--- src/rtl/ps2_tx_apb.sv ---
// APB-fed PS/2 device-side transmitter: 16-deep byte FIFO, 11-bit framed serialiser.
// Build option PS2_TX_PARERR_EN adds a CTRL register that injects one bad-parity frame.
module ps2_tx_apb #(
    parameter int CLK_DIV = 8,
    parameter int GAP_CYC = 32,
    parameter int FIFO_AW = 4
) (
    input  logic        clock,
    input  logic        reset,
    input  logic [31:0] in_paddr,
    input  logic        in_psel,
    input  logic        in_penable,
    input  logic [2:0]  in_pprot,
    input  logic        in_pwrite,
    input  logic [31:0] in_pwdata,
    input  logic [3:0]  in_pstrb,
    output logic        in_pready,
    output logic [31:0] in_prdata,
    output logic        in_pslverr,
    output logic        ps2_clk,
    output logic        ps2_data
);
    localparam int DEPTH = 1 << FIFO_AW;
    localparam int CW = FIFO_AW + 1;
    localparam int DW = $clog2(CLK_DIV);
    localparam int GW = $clog2(GAP_CYC + 1);

    typedef enum logic [1:0] {S_IDLE, S_HI, S_LO, S_GAP} state_t;

    logic [7:0]         r_mem [DEPTH];
    logic [FIFO_AW-1:0] r_wptr;
    logic [FIFO_AW-1:0] r_rptr;
    logic [CW-1:0]      r_count;
    state_t             r_state;
    logic [DW-1:0]      r_div;
    logic [3:0]         r_bit;
    logic [GW-1:0]      r_gap;
    logic [9:0]         r_frame;
    logic               r_inj;

    logic        w_acc;
    logic [1:0]  w_sel;
    logic        w_full;
    logic        w_empty;
    logic        w_busy;
    logic        w_push;
    logic        w_pop;
    logic [7:0]  w_byte;
    logic        w_par;
    logic        w_div_end;
    logic [31:0] w_status;
    logic [31:0] w_rdata;
    logic        w_unused;

    assign w_acc     = in_psel & in_penable;
    assign w_sel     = in_paddr[3:2];
    assign w_full    = (r_count == CW'(DEPTH));
    assign w_empty   = (r_count == '0);
    assign w_busy    = (r_state != S_IDLE);
    assign w_push    = w_acc & in_pwrite & (w_sel == 2'd0) & in_pstrb[0] & ~w_full;
    assign w_pop     = (r_state == S_IDLE) & ~w_empty;
    assign w_byte    = r_mem[r_rptr];
    assign w_par     = ~^w_byte ^ r_inj;
    assign w_div_end = (r_div == DW'(CLK_DIV - 1));
    assign w_status  = (32'(r_count) << 8) | {29'b0, w_busy, w_full, w_empty};
    assign w_unused  = ^{in_pprot, in_paddr[31:4], in_paddr[1:0],
                        in_pwdata[31:8], in_pstrb[3:1]};

    always_comb begin
        w_rdata = '0;
        if (w_acc && !in_pwrite) begin
            case (w_sel)
                2'd1:    w_rdata = w_status;
`ifdef PS2_TX_PARERR_EN
                2'd2:    w_rdata = {31'b0, r_inj};
`endif
                default: w_rdata = '0;
            endcase
        end
    end

    assign in_pready  = w_acc;
    assign in_prdata  = w_rdata;
    assign in_pslverr = w_acc & in_pwrite & (w_sel == 2'd0) & in_pstrb[0] & w_full;

    always_ff @(posedge clock) begin
        if (w_push) r_mem[r_wptr] <= in_pwdata[7:0];
    end

    always_ff @(posedge clock or posedge reset) begin
        if (reset) begin
            r_wptr  <= '0;
            r_rptr  <= '0;
            r_count <= '0;
        end else begin
            if (w_push) r_wptr <= r_wptr + 1'b1;
            if (w_pop)  r_rptr <= r_rptr + 1'b1;
            case ({w_push, w_pop})
                2'b10:   r_count <= r_count + 1'b1;
                2'b01:   r_count <= r_count - 1'b1;
                default: r_count <= r_count;
            endcase
        end
    end

`ifdef PS2_TX_PARERR_EN
    // A same-cycle software write overrides the self-clear on pop
    always_ff @(posedge clock or posedge reset) begin
        if (reset) begin
            r_inj <= 1'b0;
        end else if (w_acc && in_pwrite && w_sel == 2'd2) begin
            r_inj <= in_pwdata[0];
        end else if (w_pop) begin
            r_inj <= 1'b0;
        end
    end
`else
    assign r_inj = 1'b0;
`endif

    // r_frame holds the bits still to send after the start bit, LSB next
    always_ff @(posedge clock or posedge reset) begin
        if (reset) begin
            r_state  <= S_IDLE;
            r_div    <= '0;
            r_bit    <= '0;
            r_gap    <= '0;
            r_frame  <= '1;
            ps2_clk  <= 1'b1;
            ps2_data <= 1'b1;
        end else begin
            case (r_state)
                S_IDLE: begin
                    if (w_pop) begin
                        r_frame  <= {1'b1, w_par, w_byte};
                        r_bit    <= '0;
                        r_div    <= '0;
                        r_state  <= S_HI;
                        ps2_clk  <= 1'b1;
                        ps2_data <= 1'b0;
                    end
                end
                S_HI: begin
                    if (w_div_end) begin
                        r_div   <= '0;
                        r_state <= S_LO;
                        ps2_clk <= 1'b0;
                    end else begin
                        r_div <= r_div + 1'b1;
                    end
                end
                S_LO: begin
                    if (w_div_end) begin
                        r_div   <= '0;
                        ps2_clk <= 1'b1;
                        if (r_bit == 4'd10) begin
                            r_gap    <= '0;
                            r_state  <= S_GAP;
                            ps2_data <= 1'b1;
                        end else begin
                            r_bit    <= r_bit + 1'b1;
                            r_state  <= S_HI;
                            ps2_data <= r_frame[0];
                            r_frame  <= {1'b1, r_frame[9:1]};
                        end
                    end else begin
                        r_div <= r_div + 1'b1;
                    end
                end
                S_GAP: begin
                    if (r_gap == GW'(GAP_CYC - 1)) begin
                        r_state <= S_IDLE;
                    end else begin
                        r_gap <= r_gap + 1'b1;
                    end
                end
                default: r_state <= S_IDLE;
            endcase
        end
    end
endmodule
--- config.mk ---
export PLATFORM = sky130hd
export DESIGN_NAME = ps2_tx_apb
export DESIGN_NICKNAME = d
export VERILOG_FILES = /design/src/rtl/ps2_tx_apb.sv
export SDC_FILE = /design/constraint.sdc
export NUM_CORES = 1
export LEC_CHECK = 0
export CAP_MARGIN = 20
export CORE_MARGIN = 2
export CORE_UTILIZATION = 58
export CTS_CLUSTER_DIAMETER = 200
export CTS_CLUSTER_SIZE = 40
export DETAILED_ROUTE_END_ITERATION = 8
export PLACE_DENSITY = 0.85
export SYNTH_ARGS = -nofsm -noshare
export SYNTH_HDL_FRONTEND = slang
export SYNTH_SLANG_ARGS = --single-unit
export TNS_END_PERCENT = 100
--- constraint.sdc ---
create_clock -name clock -period 6.78 [get_ports clock]
set_input_delay 1.356 -clock clock [delete_from_list [all_inputs] [get_ports clock]]
set_output_delay 1.356 -clock clock [all_outputs]
set_load 0.01 [all_outputs]
==> Yosys cells after proc, flatten, opt, wreduce, memory -nomap -nowiden <==
Memory sizes are Yosys's and may differ from the RTL's.
Cells that the tools add are included.
{ "word_totals": {"ff_bits": 40, "ramBits": 128, "inputBits": 76, "out_inout_bits": 36, "word_cells": 98, "mem_count": 1} }
{ "op_classes": {"addsub": 7, "n_eq_ne": 17, "muxes": 34, "bitwise": 10, "n_reduce_logical": 19} }
{ "mem_list": {"columns": ["name", "words", "word_bits", "rd", "rd_ports_with_merged_regs", "write_ports", "line", "rtl"], "rows": [
  ["r_mem", 16, 8, 1, 0, 1, "30", "logic [7:0] r_mem [DEPTH];"]
]} }
{ "ops": {"columns": ["cell", "n"], "rows": [
  ["two-way mux 32 bit", 1],
  ["two-way mux 10 bit", 3],
  ["case mux 10 bit (2 select lines)", 1],
  ["two-way mux 6 bit", 3],
  ["AND reduction 4 bit", 4],
  ["!= test 2 bit (second input constant)", 7],
  ["two-way mux 13 bit", 1],
  ["OR 13 x 3 -> 13 bit", 1],
  ["adder 4 x 1 -> 4 bit (second input constant)", 3],
  ["two-way mux 4 bit", 3],
  ["case mux 6 bit (2 select lines)", 1],
  ["two-way mux 2 bit", 5],
  ["case mux 5 bit (2 select lines)", 1],
  ["nonzero test 2 bit", 5],
  ["two-way mux 1 bit", 8],
  ["case mux 2 bit (4 select lines)", 1],
  ["case mux 4 bit (2 select lines)", 1],
  ["XNOR reduction 8 bit", 1],
  ["AND 1 bit", 7],
  ["adder 6 x 1 -> 6 bit (second input constant)", 1],
  ["equality test 2 x 1 -> 1 bit (second input constant)", 3],
  ["equality test 2 bit (second input constant)", 3],
  ["equality test 6 x 5 -> 1 bit (second input constant)", 1],
  ["two-way mux 3 bit", 2],
  ["other kinds (18)", 20]
]} }

==> Longest topological paths before layout <==
{ "logic_depth": {"ltp_word": 7, "depth_mapped": 15, "mapped_depth_nobuf": 13} }

==> Worst setup path before layout <==
OpenSTA, ideal clock, no wires.
{ "synth_path": {"kind": "input to register", "from": "input in_psel", "to": "register r_count[4]", "setup_time_ns": 0.125, "arrival_time_ns": 4.010, "slack_ns": 2.645, "cell_stages": 14, "path_cell_list": "nand2_1 -> or4_1 -> a21oi_1 -> inv_1 -> ha_1 -> clkbuf_1 -> xor2_1 -> ha_1 -> o21ai_0 -> a21oi_1 -> a21oi_1 -> xor2_1 -> nor2_1 -> xor2_1"} }
{ "synth_between": {"elab_chain_len": 7, "word_cells_on_any_way": 9, "classes_between": "2 x eq/ne; 1 x mux; 5 x bitwise; 1 x reduce/logical"} }
{ "synth_rtl": {"columns": ["item", "line", "rtl"], "rows": [
  ["start: declaration", "11", "input logic in_psel,"],
  ["AND 1 bit (*)", "55", "assign w_acc = in_psel & in_penable;"],
  ["AND 1 bit (*) (4 in a row)", "60", "assign w_push = w_acc & in_pwrite & (w_sel == 2'd0) & in_pstrb[0] & ~w_full;"],
  ["equality test 2 x 1 -> 1 bit or equality test 2 bit (tied branches)", "98", "case ({w_push, w_pop})"],
  ["case mux 5 bit (2 select lines) or nonzero test 2 bit (tied branches)", null, null],
  ["end signal: assignment", "99", "2'b10: r_count <= r_count + 1'b1;"],
  ["end signal: assignment", "100", "2'b01: r_count <= r_count - 1'b1;"],
  ["end signal: assignment", "101", "default: r_count <= r_count;"],
  ["end: declaration", "33", "logic [CW-1:0] r_count;"]
]} }
Mark *: on every way between the ends. The rest lies on a longest branch, timed or not.
A chain may end at the register's enable or synchronous reset.

==> Final worst setup path <==
Ends and elaborated chain as after synthesis.

==> key figures <==
Die
  • Initial Utilization: 59.27%
  • Die Width: 117.3 um
  • Core ar.: 12570 um2
  • # IOs: roughly 110
  • Die H: 117.3 um
  • Site row count: between 40 and 50
  • Die area: 13770 um2

Critical path
  • CP required: between 7 and 8 ns
  • Worst-path cell chain: clkdlybuf4s50_1, nand2_1, or4_1, a21oi_1, inv_1, ha_1, xor2_1, ha_1, o21ai_0, a21oi_1, a21oi_1, xor2_1, nor2_1, xor2_1
  • CP Depth: 14
  • RR Startpoint: r_count[1]
  • Critical Path Slowest Stage Cell: a21oi_1
  • Setup slack, reg-to-reg: around 3.2 ns
  • WP buf/inv: 2
  • Critical path's top delay family: compound AO/OA/AOI/OAI gates
  • Crit path capture: r_count[4]
  • Worst EP arrival: 5.22 ns
  • CP startpoint: in_psel
  • CP max FO: 9
  • Reg2Reg Depth: 12
  • R2r endpoint: r_count[4]
  • CP Class: primary input to register
  • Crit-path max cell delay: 0.70 ns
  • Setup crit end kind: register
  • Startpoint class of the critical path: primary input

Global routing
  • Overflow after GRT: 0
  • Vias in the first global route: about 4200
  • Global-route wire length before repair: 22.40 mm
  • GRT Total Usage: 21.62%
  • Largest net degree at the start of global routing: 40
  • Initial antenna violation count: 0

Clocking
  • CTS sink cnt: between 150 and 200
  • Clock Tree Root: clkbuf_16
  • Clock transition at path regs: 0.06 ns
  • Post-CTS setup buffers: 0
  • CTS Hold Bufs: 0
  • CTS tree: done
  • CTS HTree Levels: 4
  • Post_cts resized: 0
  • CTS buffer count: 17
  • Buffer levels on the longest clock path: 2
  • Clk_lat worst skew: 0.43 ns

Pwr
  • Cell internal pwr: roughly 1.7 mW
  • Flop pwr share: between 50% and 60%
  • Total power: around 2.2 mW
  • Sw frac: about a quarter
  • Net Switching: 540.1 uW
  • Worst vdd ir: about 250 uV
  • Comb power frac: 5.9%
  • Leak Pwr: 3.062 nW
  • Clock group share of total power: 42.2%
  • PD cells: 265.7 nW/um2

STA
  • Worst Clk Skew: 0.008580 ns
  • WHS: 0.4973 ns
  • Fin. max-slew vios: 0
  • Final hold violations: 0
  • Post-Route Setup TNS: 0 ns
  • RSZ-0062 raised after global routing: false
  • Maximum clock frequency: 203.6 MHz
  • Tightest Pin Transition: 0.9517 ns
  • Slew HR: 36.32%
  • Setup violators final: 0
  • Period utilization: 72.44%
  • Tmin final: 4.912 ns

Cells and area
  • Final core utilization: 66.99%
  • Layout area overhead: 13.02%
  • Reg area: 4835 um2
  • Fraction of layout cells with a size suffix above 1: 15.68%
  • Layout fillers: 801
  • Nets@finish: 624
  • Layout Cells excl Fill: 714
  • Multi-input logic area: 2341 um2
  • N_diodes: 0

Synth
  • Syn Inst Count: 491
  • Mean Syn Cell Area: 15.17 um2
  • Synth warn: 0
  • Main area contributors after synthesis: edfxtp_1, dfrtp_1, mux4_2
  • Top cell type's share of synthesized area: 51.60%
  • Post-synth top area cell: edfxtp_1
  • Most common cell in the synthesized netlist: edfxtp_1
  • Synth Register Bits: approximately 170
  • Async SR Flop Fraction: a little under a quarter
  • Distinct cell type count after synthesis: 45
  • Synthesized area: about 7400 um2
  • Sequential area share after synthesis: 64.88%
  • Commonest cells post-synth: edfxtp_1, nor2_1, nand2_1
  • EDFF count, synth: 128
  • Top_reg_cell synth: edfxtp_1

Route
  • Wirelength per Cell: 19.84 um
  • Residual DRC: 0
  • Drt pass-1 iters: 5
  • Antenna Nets Post-Route: 0
  • Initial DRC Count: 478
  • Total wire length: about 14 mm
  • Detailed-route via count: 4237
  • Vias per cell: 5.934

Hold path
  • HP Class: register to register

Placed design
  • Placed Instances: 681
  • Port Buf Inserts: 27
  • HPWL Detailed: 9.038 mm
  • GP Congestion: 0.8113

Status
  • Status: finished, final reports clean

Flow run
  • MaxCap Viol Count: 0
==> layer usage <==
layer  GRT usage (%)  vias to the layer above  share of wire [%]
li1                -                     1877                  -
met1           27.53                     2137                 39
met2           36.29                      191                 52
met3           5.642                       32                6.8
met4           7.605                        0                2.5
met5               0                        -                  0
==> how the worst min path moves through the flow <==
stage             start       end  slack [ns]  depth (start not counted)
2_1_floorplan  r_div[1]  r_div[1]        0.47                          1
3_3_place_gp    ps2_clk   ps2_clk        0.47                          2
3_5_place_dp    ps2_clk   ps2_clk        0.48                          2
4_1_cts         ps2_clk   ps2_clk        0.49                          2
5_1_grt         ps2_clk   ps2_clk        0.52                          2
6_report        ps2_clk   ps2_clk        0.50                          2
==> sequential cells by signal, summed over array words and instances (netlist names), 2 cells and up <==
register,cells
r_bit,4
r_count,5
r_div,3
r_frame,9
r_gap,6
r_mem,128
r_rptr,4
r_state,2
r_wptr,4
==> cells by family (layout without fill, tap and decap cells) <==
group                      after synthesis  after routing  synth area share [%]
AOI/OAI and AO/OA                       58             58                 5.022
muxes                                   42             42                 11.40
other                                    1             24               0.05034
and+or+nand+nor                        116            116                 7.440
xor gates and xnor gates                26             26                 3.158
buffers and inverters                   62             90                 4.854
adders and majority gates               19             19                 3.191
DFF                                    167            167                 64.88
==> layout make-up <==
cell class                 instances  share of cell area (%)
clock buffer                      17                   5.053
clock inverter                    15                   1.887
tap                              172                   2.556
timing repair buffer              39                   4.429
sequential                       167                   57.42
inverter                          19                  0.8471
multi-input combinational        285                   27.81
==> cell usage in the layout, fill, tap and decap left out, drive strengths merged, types with 3 or more instances in the layout <==
master and n:
and2 10, nand2b 6, a32o 3, nand2 33
nand3 3, nand4 4, dfrtp 28, clkbuf 17
nor2b 4, nor3 4, buf 12, mux4 32
a21oi 21, inv 28, conb 24, clkdlybuf4s50 27
edfxtp 128, nor4 5, xor2 12, mux2i 8
xnor2 14, a22oi 18, o21ai 8, clkinvlp 3
dfstp 11, nor2 38, ha 19
==> per-stage QoR <==
stage	worst slack, ns	instance area, um2
after floorplan	2.645	7536
after global placement	1.808	7815
after detailed placement	1.590	7815
after CTS	1.950	8399
after global routing	1.670	8419
final	1.868	8419
==> tightest hold or removal path, stage by stage (launching register included) <==
cell and delay [ns]:
dfstp_2 0.37, o31ai_1 0.05, o31ai_1 0.07
==> power groups by stage <==
stage / Sequential [mW] / Combinational [mW] / Clock, mW
after floorplan: 1.16 / 0.107 / 0
after CTS: 1.16 / 0.132 / 0.951
after global placement: 1.18 / 0.115 / 0
after global routing: 1.16 / 0.147 / 1.00
after detailed placement: 1.18 / 0.127 / 0
final: 1.16 / 0.133 / 0.943
Power figures use the tool's default switching activity.
